File: src/rtl/ahbuart_rx_frontend.sv
// Serial receive front-end for ahbuart: line synchronizer, 8N1 mid-bit frame
// recovery, FWFT receive FIFO with valid/ready output, framing/overrun flags.
module ahbuart_rx_frontend #(
  parameter int unsigned DIVISOR    = 16,
  parameter int unsigned FIFO_DEPTH = 4
) (
  input  logic       clk,
  input  logic       reset,
  input  logic       uarti,
  output logic [7:0] rx_data,
  output logic       rx_valid,
  input  logic       rx_ready,
  output logic       frame_err,
  output logic       overrun,
  input  logic       ovr_clr
);

  localparam int unsigned CW = $clog2(DIVISOR);
  localparam int unsigned AW = $clog2(FIFO_DEPTH);
  localparam int unsigned PW = AW + 1;

  localparam logic [CW-1:0] HALF_M1 = CW'(DIVISOR / 2 - 1);
  localparam logic [CW-1:0] FULL_M1 = CW'(DIVISOR - 1);

  localparam logic [2:0] S_IDLE  = 3'd0;
  localparam logic [2:0] S_START = 3'd1;
  localparam logic [2:0] S_DATA  = 3'd2;
  localparam logic [2:0] S_STOP  = 3'd3;
  localparam logic [2:0] S_WAIT  = 3'd4;

  logic          sync1_q, sync1_d;
  logic          rxs_q, rxs_d;
  logic [2:0]    state_q, state_d;
  logic [CW-1:0] cnt_q, cnt_d;
  logic [2:0]    bit_q, bit_d;
  logic [7:0]    sh_q, sh_d;
  logic          frame_err_q, frame_err_d;
  logic          overrun_q, overrun_d;
  logic [PW-1:0] wr_ptr_q, wr_ptr_d;
  logic [PW-1:0] rd_ptr_q, rd_ptr_d;
  logic [7:0]    mem_q [FIFO_DEPTH];
  logic [7:0]    mem_d [FIFO_DEPTH];

  logic push, pop, push_ok, empty, full, expired;

  // Frame recovery: counter reloads at each sample so samples land mid-bit
  always_comb begin
    sync1_d     = uarti;
    rxs_d       = sync1_q;
    state_d     = state_q;
    cnt_d       = cnt_q;
    bit_d       = bit_q;
    sh_d        = sh_q;
    push        = 1'b0;
    frame_err_d = 1'b0;
    expired     = (cnt_q == '0);
    case (state_q)
      S_IDLE: begin
        if (!rxs_q) begin
          state_d = S_START;
          cnt_d   = HALF_M1;
        end
      end
      S_START: begin
        if (!expired) begin
          cnt_d = cnt_q - CW'(1);
        end else if (!rxs_q) begin
          state_d = S_DATA;
          bit_d   = 3'd0;
          cnt_d   = FULL_M1;
        end else begin
          state_d = S_IDLE;
        end
      end
      S_DATA: begin
        if (!expired) begin
          cnt_d = cnt_q - CW'(1);
        end else begin
          sh_d  = {rxs_q, sh_q[7:1]};
          cnt_d = FULL_M1;
          if (bit_q == 3'd7) begin
            state_d = S_STOP;
          end else begin
            bit_d = bit_q + 3'd1;
          end
        end
      end
      S_STOP: begin
        if (!expired) begin
          cnt_d = cnt_q - CW'(1);
        end else if (rxs_q) begin
          push    = 1'b1;
          state_d = S_IDLE;
        end else begin
          frame_err_d = 1'b1;
          state_d     = S_WAIT;
        end
      end
      S_WAIT: begin
        if (rxs_q) begin
          state_d = S_IDLE;
        end
      end
      default: state_d = S_IDLE;
    endcase
  end

  // FIFO: a pop in the same cycle frees the slot for a push into a full FIFO
  always_comb begin
    empty     = (wr_ptr_q == rd_ptr_q);
    full      = (wr_ptr_q[AW] != rd_ptr_q[AW]) &&
                (wr_ptr_q[AW-1:0] == rd_ptr_q[AW-1:0]);
    pop       = !empty && rx_ready;
    push_ok   = push && (!full || pop);
    wr_ptr_d  = wr_ptr_q + PW'(push_ok);
    rd_ptr_d  = rd_ptr_q + PW'(pop);
    mem_d     = mem_q;
    if (push_ok) begin
      mem_d[wr_ptr_q[AW-1:0]] = sh_q;
    end
    overrun_d = (push && !push_ok) || (overrun_q && !ovr_clr);
  end

  always_ff @(posedge clk or posedge reset) begin
    if (reset) begin
      sync1_q     <= 1'b1;
      rxs_q       <= 1'b1;
      state_q     <= S_IDLE;
      cnt_q       <= '0;
      bit_q       <= 3'd0;
      sh_q        <= 8'h00;
      frame_err_q <= 1'b0;
      overrun_q   <= 1'b0;
      wr_ptr_q    <= '0;
      rd_ptr_q    <= '0;
      for (int i = 0; i < FIFO_DEPTH; i++) begin
        mem_q[i] <= 8'h00;
      end
    end else begin
      sync1_q     <= sync1_d;
      rxs_q       <= rxs_d;
      state_q     <= state_d;
      cnt_q       <= cnt_d;
      bit_q       <= bit_d;
      sh_q        <= sh_d;
      frame_err_q <= frame_err_d;
      overrun_q   <= overrun_d;
      wr_ptr_q    <= wr_ptr_d;
      rd_ptr_q    <= rd_ptr_d;
      mem_q       <= mem_d;
    end
  end

  assign rx_valid  = !empty;
  assign rx_data   = mem_q[rd_ptr_q[AW-1:0]];
  assign frame_err = frame_err_q;
  assign overrun   = overrun_q;

endmodule

File: config.mk
export PLATFORM = sky130hd
export DESIGN_NAME = ahbuart_rx_frontend
export DESIGN_NICKNAME = d
export VERILOG_FILES = /design/src/rtl/ahbuart_rx_frontend.sv
export SDC_FILE = /design/constraint.sdc
export NUM_CORES = 1
export LEC_CHECK = 0
export CORE_UTILIZATION = 50
export CTS_CLUSTER_DIAMETER = 60
export CTS_CLUSTER_SIZE = 25
export DETAILED_ROUTE_END_ITERATION = 10
export PLACE_DENSITY = 0.7
export SLEW_MARGIN = 20
export SYNTH_ARGS = -nofsm -noshare
export SYNTH_HDL_FRONTEND = slang
export SYNTH_SLANG_ARGS = --single-unit
File: constraint.sdc
create_clock -name clk -period 2.2 [get_ports clk]
set_input_delay 0.33 -clock clk [delete_from_list [all_inputs] [get_ports clk]]
set_output_delay 0.33 -clock clk [all_outputs]
set_load 0.005 [all_outputs]
==> qor.csv, run 1 <==
metric;value;unit
status;complete, no violations;
Starting Density;0.518;
Root Buffer;clkbuf_8;
first-pass GRT wire length;8.89;mm
Initial DRC Count;78;
period utilisation layout;0.973;
Mapped Cells;201;
slowest CP cell;mux4_2;
DR DRC count;0;
Hold WS;0.334;ns
final WL;5.15;mm
Crit Path Max Fanout;8;
Avg WL per Cell;15.9;um
Max Slew Vio Count;0;
TritonCTS buffer count;9;
dpl cell area;3210;sq um
pin count of the biggest net entering global routing;41;
GRT Util Overall;0.198;
post-detail-place hpwl;3.45;mm
flop-to-flop setup slack;0.08;ns
Clock Sinks;60;
Worst setup SP type;register;
Crit path arrival time;1.81;ns
share of layout cells above drive strength 1;0.409;
Hold Buf Count CTS;0;
CP required;1.87;ns
CP max stage delay;0.50;ns
die width;77.6;um
Worst path depth;3;
DIE AREA;6010;sq um
FF-to-FF path depth;7;
r2r startpoint;cnt_q[1];
top cell type by total area after synthesis;dfrtp_1;
Setup Skew;0.00477;ns
Cell Rows;27;
DR vias/cell;5.30;
Area contributors post-synth;dfrtp_1 51%, mux2_2 9.9%, mux2_4 8.4%;
GP Congestion;0.818;
leakage power;1.86;nW
Sum Neg Setup Slack;0;ns
Tightest Pin Transition;0.353;ns
Yosys top cell area share;0.509;
total number of vias;1718;
CP cell instances;buf_8 > mux4_2 > clkdlybuf4s50_1;
Buf/Inv on CP;2;
maximum root-to-sink buffer count;2;
Hold Crit Class;input port to asynchronous set/reset pin;
antenna cells;0;
register area share after synthesis;0.527;
syn avg cell area;14.2;sq um
global route overflow;0;
Tmin final;2.14;ns
fmax;467;MHz
RSZ-0062 raised after global routing;true;
core area;5510;sq um
antenna violations before repair;0;
Port-buffer cells;15;
synth warn;0;
CTS tree;yes;
vias in the first global route;1817;
post-route cell area;3560;sq um
Final setup violation count;0;
Synth cell types;42;
relative slew slack;0.764;
Die Ht;77.6;um
maximum vdd drop;0.787;mV
Worst-Skew Late Latency;0.34;ns
Post-DRT Antenna Nets;0;
Mapped Area;2850;sq um
Worst setup EP type;primary output;
critical path type;register to primary output;
H-tree Lvls;3;
CTS clk-pin slew, worst paths;0.06;ns
Boundary Pins;16;
Crit path max-delay family;buffers and inverters;
crit path from;rd_ptr_q[0];
post-synthesis net count;213;
ys async rst share;1.00;
Post-synth EDFFs;0;
P&R area growth vs syn;24.6;%
flops & latches, synth;60;
number of maximum-capacitance violations;0;
Net count, final;259;
1st-pass router iterations;4;
Most used DFF post-synth;dfrtp_1;
Cell Pwr Density;1040;nW/um^2
final hold viol count;0;
FF-to-FF End;mem_q[18];
## layout make-up
| type | instances | area, sq um |
|---|---|---|
| tap | 72 | 90.1 |
| sequential | 60 | 1500 |
| timing repair buffer | 43 | 402 |
| clock inverter | 4 | 95.1 |
| clock buffer | 12 | 155 |
| fill | 415 | 1950 |
| inverter | 7 | 26.3 |
| multi-input combinational | 126 | 1280 |
## worst register-to-register path, stage by stage, from the launching register on
cell	delay (ns)
dfrtp_1	0.37
inv_1	0.09
ha_2	0.19
nor4b_4	0.27
nand3_4	0.11
or4b_4	0.49
buf_6	0.17
mux2_4	0.31
## kinds of logic (layout without fill, tap and decap cells)
group | count (synthesis) | count (layout) | synth area share
buffers and inverters | 15 | 66 | 0.0272
adder cells (fa/ha/maj) | 7 | 7 | 0.0307
XOR/XNOR | 5 | 5 | 0.0153
AO/OA/AOI/OAI | 20 | 20 | 0.0438
AND/OR/NAND/NOR | 41 | 41 | 0.0960
multiplexers | 53 | 53 | 0.260
flip-flops | 60 | 60 | 0.527
## flip-flops by register name (all words and copies together), names as in the netlist
register / flops
sh_q: 8
mem_q: 32
rxs_q: 1
frame_err: 1
state_q: 3
rxs_d: 1
rd_ptr_q: 3
wr_ptr_q: 3
cnt_q: 4
overrun: 1
bit_q: 3
## synthesized netlist by cell type (2+ instances only)
| library cell | instances |
|---|---|
| clkbuf_1 | 3 |
| buf_2 | 2 |
| ha_1 | 7 |
| and2_1 | 2 |
| mux2i_1 | 4 |
| nand2b_1 | 3 |
| xor2_1 | 4 |
| buf_6 | 2 |
| inv_1 | 7 |
| dfrtp_1 | 58 |
| mux2_4 | 16 |
| nor3_1 | 2 |
| or4b_1 | 2 |
| mux4_2 | 8 |
| nor3b_1 | 2 |
| nor2_1 | 10 |
| mux2_2 | 25 |
| nand2_1 | 8 |
| dfstp_2 | 2 |
| o21ai_0 | 7 |
| or3_1 | 2 |
| a21oi_1 | 5 |
## how the worst max path moves through the flow
stage,endpoint,slack [ns]
after floorplan,mem_q[10],0.02
after global placement,mem_q[4],0.08
after detailed placement,mem_q[6],0.05
after CTS,rx_data[0],0.0005
after global routing,mem_q[15],-0.01
final,rx_data[7],0.06
## repair_timing
item                       CTS  global route
resized for setup            2            12
setup endpoints to repair    8            31
setup buffers                1             7
## layout by cell type (no fill, tap or decap), types with 7 or more instances in the layout
master and n:
clkbuf_8 11, buf_4 24, clkdlybuf4s50_1 8, nand2_1 8, mux4_2 8, nor2_1 10
o21ai_0 7, mux2_4 16, mux2_2 25, dfrtp_1 58
## power breakdown
part / total (mW) / internal, mW / switching, mW
registers: 1.36 / 1.24 / 0.122
clock network: 1.23 / 0.813 / 0.418
logic: 1.11 / 0.589 / 0.526
total: 3.71 / 2.64 / 1.07
## per-stage QoR
step	utilization	total power [mW]	cells	setup WS, ns
global route	0.646	3.91	324	-0.0134
finish	0.646	3.71	324	0.0592
floorplan	-	2.05	201	0.0219
CTS	0.629	3.62	317	0.000492
global placement	0.582	2.34	300	0.0752
detailed placement	0.582	2.35	300	0.0502
## routing by layer
layer	global-route usage	wire, um
met4	0.119	121
met2	0.304	2460
met5	0	0
met1	0.256	2460
met3	0.0424	110
Power figures use the tool's default switching activity.
==> run 2: changes to the inputs <==
--- a/config.mk
+++ b/config.mk
@@ -10,7 +10,7 @@
 export CTS_CLUSTER_SIZE = 25
 export DETAILED_ROUTE_END_ITERATION = 10
 export PLACE_DENSITY = 0.7
-export SLEW_MARGIN = 20
+export SLEW_MARGIN = 5
 export SYNTH_ARGS = -nofsm -noshare
 export SYNTH_HDL_FRONTEND = slang
 export SYNTH_SLANG_ARGS = --single-unit
==> results of run 2 <==
Final layout, timing and power as in run 1 (identical DEF).
==> run 3: changes to the inputs <==
--- a/config.mk
+++ b/config.mk
@@ -6,10 +6,11 @@
 export NUM_CORES = 1
 export LEC_CHECK = 0
 export CORE_UTILIZATION = 50
+export CTS_BUF_LIST = sky130_fd_sc_hd__clkbuf_4 sky130_fd_sc_hd__clkbuf_8
 export CTS_CLUSTER_DIAMETER = 60
 export CTS_CLUSTER_SIZE = 25
 export DETAILED_ROUTE_END_ITERATION = 10
-export PLACE_DENSITY = 0.7
+export PLACE_DENSITY = 0.68
 export SLEW_MARGIN = 5
 export SYNTH_ARGS = -nofsm -noshare
 export SYNTH_HDL_FRONTEND = slang
==> constraint.sdc (replaced) <==
create_clock -name clk -period 2 [get_ports clk]
set_input_delay 0.3 -clock clk [delete_from_list [all_inputs] [get_ports clk]]
set_output_delay 0.3 -clock clk [all_outputs]
set_load 0.005 [all_outputs]
==> run 3 against run 2 <==
The flow now finishes with violations (setup timing). Cell area grew 0.99%. Clock power fell by 14%. Register-to-register slack worse by 0.15 ns. Non-clock buffer count is 6 higher. Combinational power is 35% higher. Wire length rose by 7.5%. First-iteration DRC count down 14%. Hold slack worse by 0.085 ns. Die area stayed put. Clock-buffer cell count increased by 1. Largest cell class unchanged.
==> qor.csv, run 3 (same netlist as run 1, synthesis figures left out) <==
metric;value;unit
Cell Pwr Density;1130;nW/um^2
Sw Share;0.307;
number of maximum-capacitance violations;0;
Clock power frac;0.261;
maximum root-to-sink buffer count;2;
post-detail-place hpwl;3.66;mm
DR DRC count;0;
DR vias/cell;5.39;
WL met1;2.30;mm
r2r startpoint;cnt_q[0];
GRT Util Overall;0.213;
top layer used by detailed routing;met4;
H-tree Lvls;3;
Hold Crit Class;input port to asynchronous set/reset pin;
vias in the first global route;1922;
CTS clk-pin slew, worst paths;0.06;ns
Worst setup EP type;register;
Net Sw Power;1.25;mW
wire length on met2;2.99;mm
antenna violations before repair;0;
fmax;484;MHz
leakage power;1.78;nW
largest registers;mem_q (32), sh_q (8), cnt_q (4);
pin count of the biggest net entering global routing;48;
Max Slew Vio Count;0;
Final setup violation count;16;
final hold viol count;0;
Boundary Pins;16;
Sum Neg Setup Slack;-0.923;ns
CP required;2.21;ns
status;finished with violations;
global route overflow;0;
crit path from;cnt_q[0];
Crit Path Max Fanout;8;
post-route setup slack;-0.0655;ns
Avg WL per Cell;16.8;um
Root Buffer;clkbuf_8;
post-route cell area;3590;sq um
dpl cells;303;
Port-buffer cells;15;
commonest non-fill, non-tap cell in the layout;dfrtp_1;
TritonCTS buffer count;9;
Met3 Routed Length;212;um
1st-pass router iterations;4;
CTS tree;yes;
period utilisation layout;1.03;
Cell Rows;27;
Net count, final;265;
P&R area growth vs syn;25.8;%
internal power;2.82;mW
Worst-Skew Late Latency;0.33;ns
maximum vdd drop;0.931;mV
Post-DRT Antenna Nets;0;
Final Non-Filler Cells;329;
antenna cells;0;
failing checks;setup timing;
total number of vias;1773;
share of layout cells above drive strength 1;0.467;
Hold Buf Count CTS;0;
core area;5510;sq um
relative slew slack;0.731;
Starting Density;0.518;
Setup WS pre-CTS;-0.144;ns
Die Ht;77.6;um
DIE AREA;6010;sq um
GP Congestion;0.907;
Tmin final;2.07;ns
Largest register FFs;32;
RSZ-0062 raised after global routing;true;
Flop pwr share;0.370;
commonest cells after routing, fill and taps aside;57 x dfrtp_1, 27 x buf_4, 25 x mux2_2;
register bank with the most flops;mem_q;
dpl cell area;3250;sq um
Initial DRC Count;67;
Clock Sinks;60;
final WL;5.53;mm
critical path type;register to register;
die width;77.6;um
Gate power share;0.368;
Setup Skew;0.00402;ns
flop-to-flop setup slack;-0.07;ns
Worst setup SP type;register;
FF-to-FF path depth;7;
Tightest Pin Transition;0.402;ns
Crit path arrival time;2.28;ns
first-pass GRT wire length;9.46;mm
run 3: final cells by class:
| cell class | instances | area [sq um] |
|---|---|---|
| inverter | 7 | 26.3 |
| multi-input combinational | 126 | 1330 |
| timing repair buffer | 49 | 449 |
| tap | 72 | 90.1 |
| fill | 392 | 1920 |
| sequential | 60 | 1510 |
| clock buffer | 13 | 160 |
| clock inverter | 2 | 35.0 |
run 3: metrics by stage:
stage	total power [mW]	utilization	hold WS [ns]
after global placement	2.64	0.591	0.347
after floorplan	2.28	-	0.304
after global routing	4.32	0.652	0.254
final	4.07	0.652	0.249
after detailed placement	2.70	0.591	0.347
after CTS	4.08	0.651	0.239
run 3: what timing repair did:
item / 4_1_cts / 5_1_grt
gates cloned: 1 / 0
gates resized for setup: 34 / 8
endpoints found under the setup margin: 41 / 38
pin swaps: 4 / 3
setup buffers: 9 / 2
run 3: path summary, 6_finish.rpt:
check,endpoint
max,mem_q[8]
min,state_q[0]
max reg2reg,mem_q[8]
min reg2reg,rxs_q
max in group asynchronous,sh_q[5]
min in group clk,rxs_q
run 3: layer usage:
metal	GRT usage	up-vias
li1	-	827
met1	0.253	908
met2	0.363	33
met3	0.0718	5
met4	0.0679	0
met5	0	-
run 3: critical path, cell delays in order, from the launching register on:
cell and delay (ns):
dfrtp_1 0.38, inv_2 0.08, ha_4 0.13, nor4b_4 0.26, nand3_4 0.12, or4b_4 0.51
buf_12 0.17, mux2_4 0.30
run 3: power groups by stage:
stage / Combinational, mW / Clock [mW] / Sequential [mW]
after floorplan: 0.771 / 0 / 1.50
after global placement: 1.14 / 0 / 1.50
after detailed placement: 1.20 / 0 / 1.50
after CTS: 1.48 / 1.09 / 1.51
after global routing: 1.64 / 1.16 / 1.52
final: 1.50 / 1.06 / 1.51
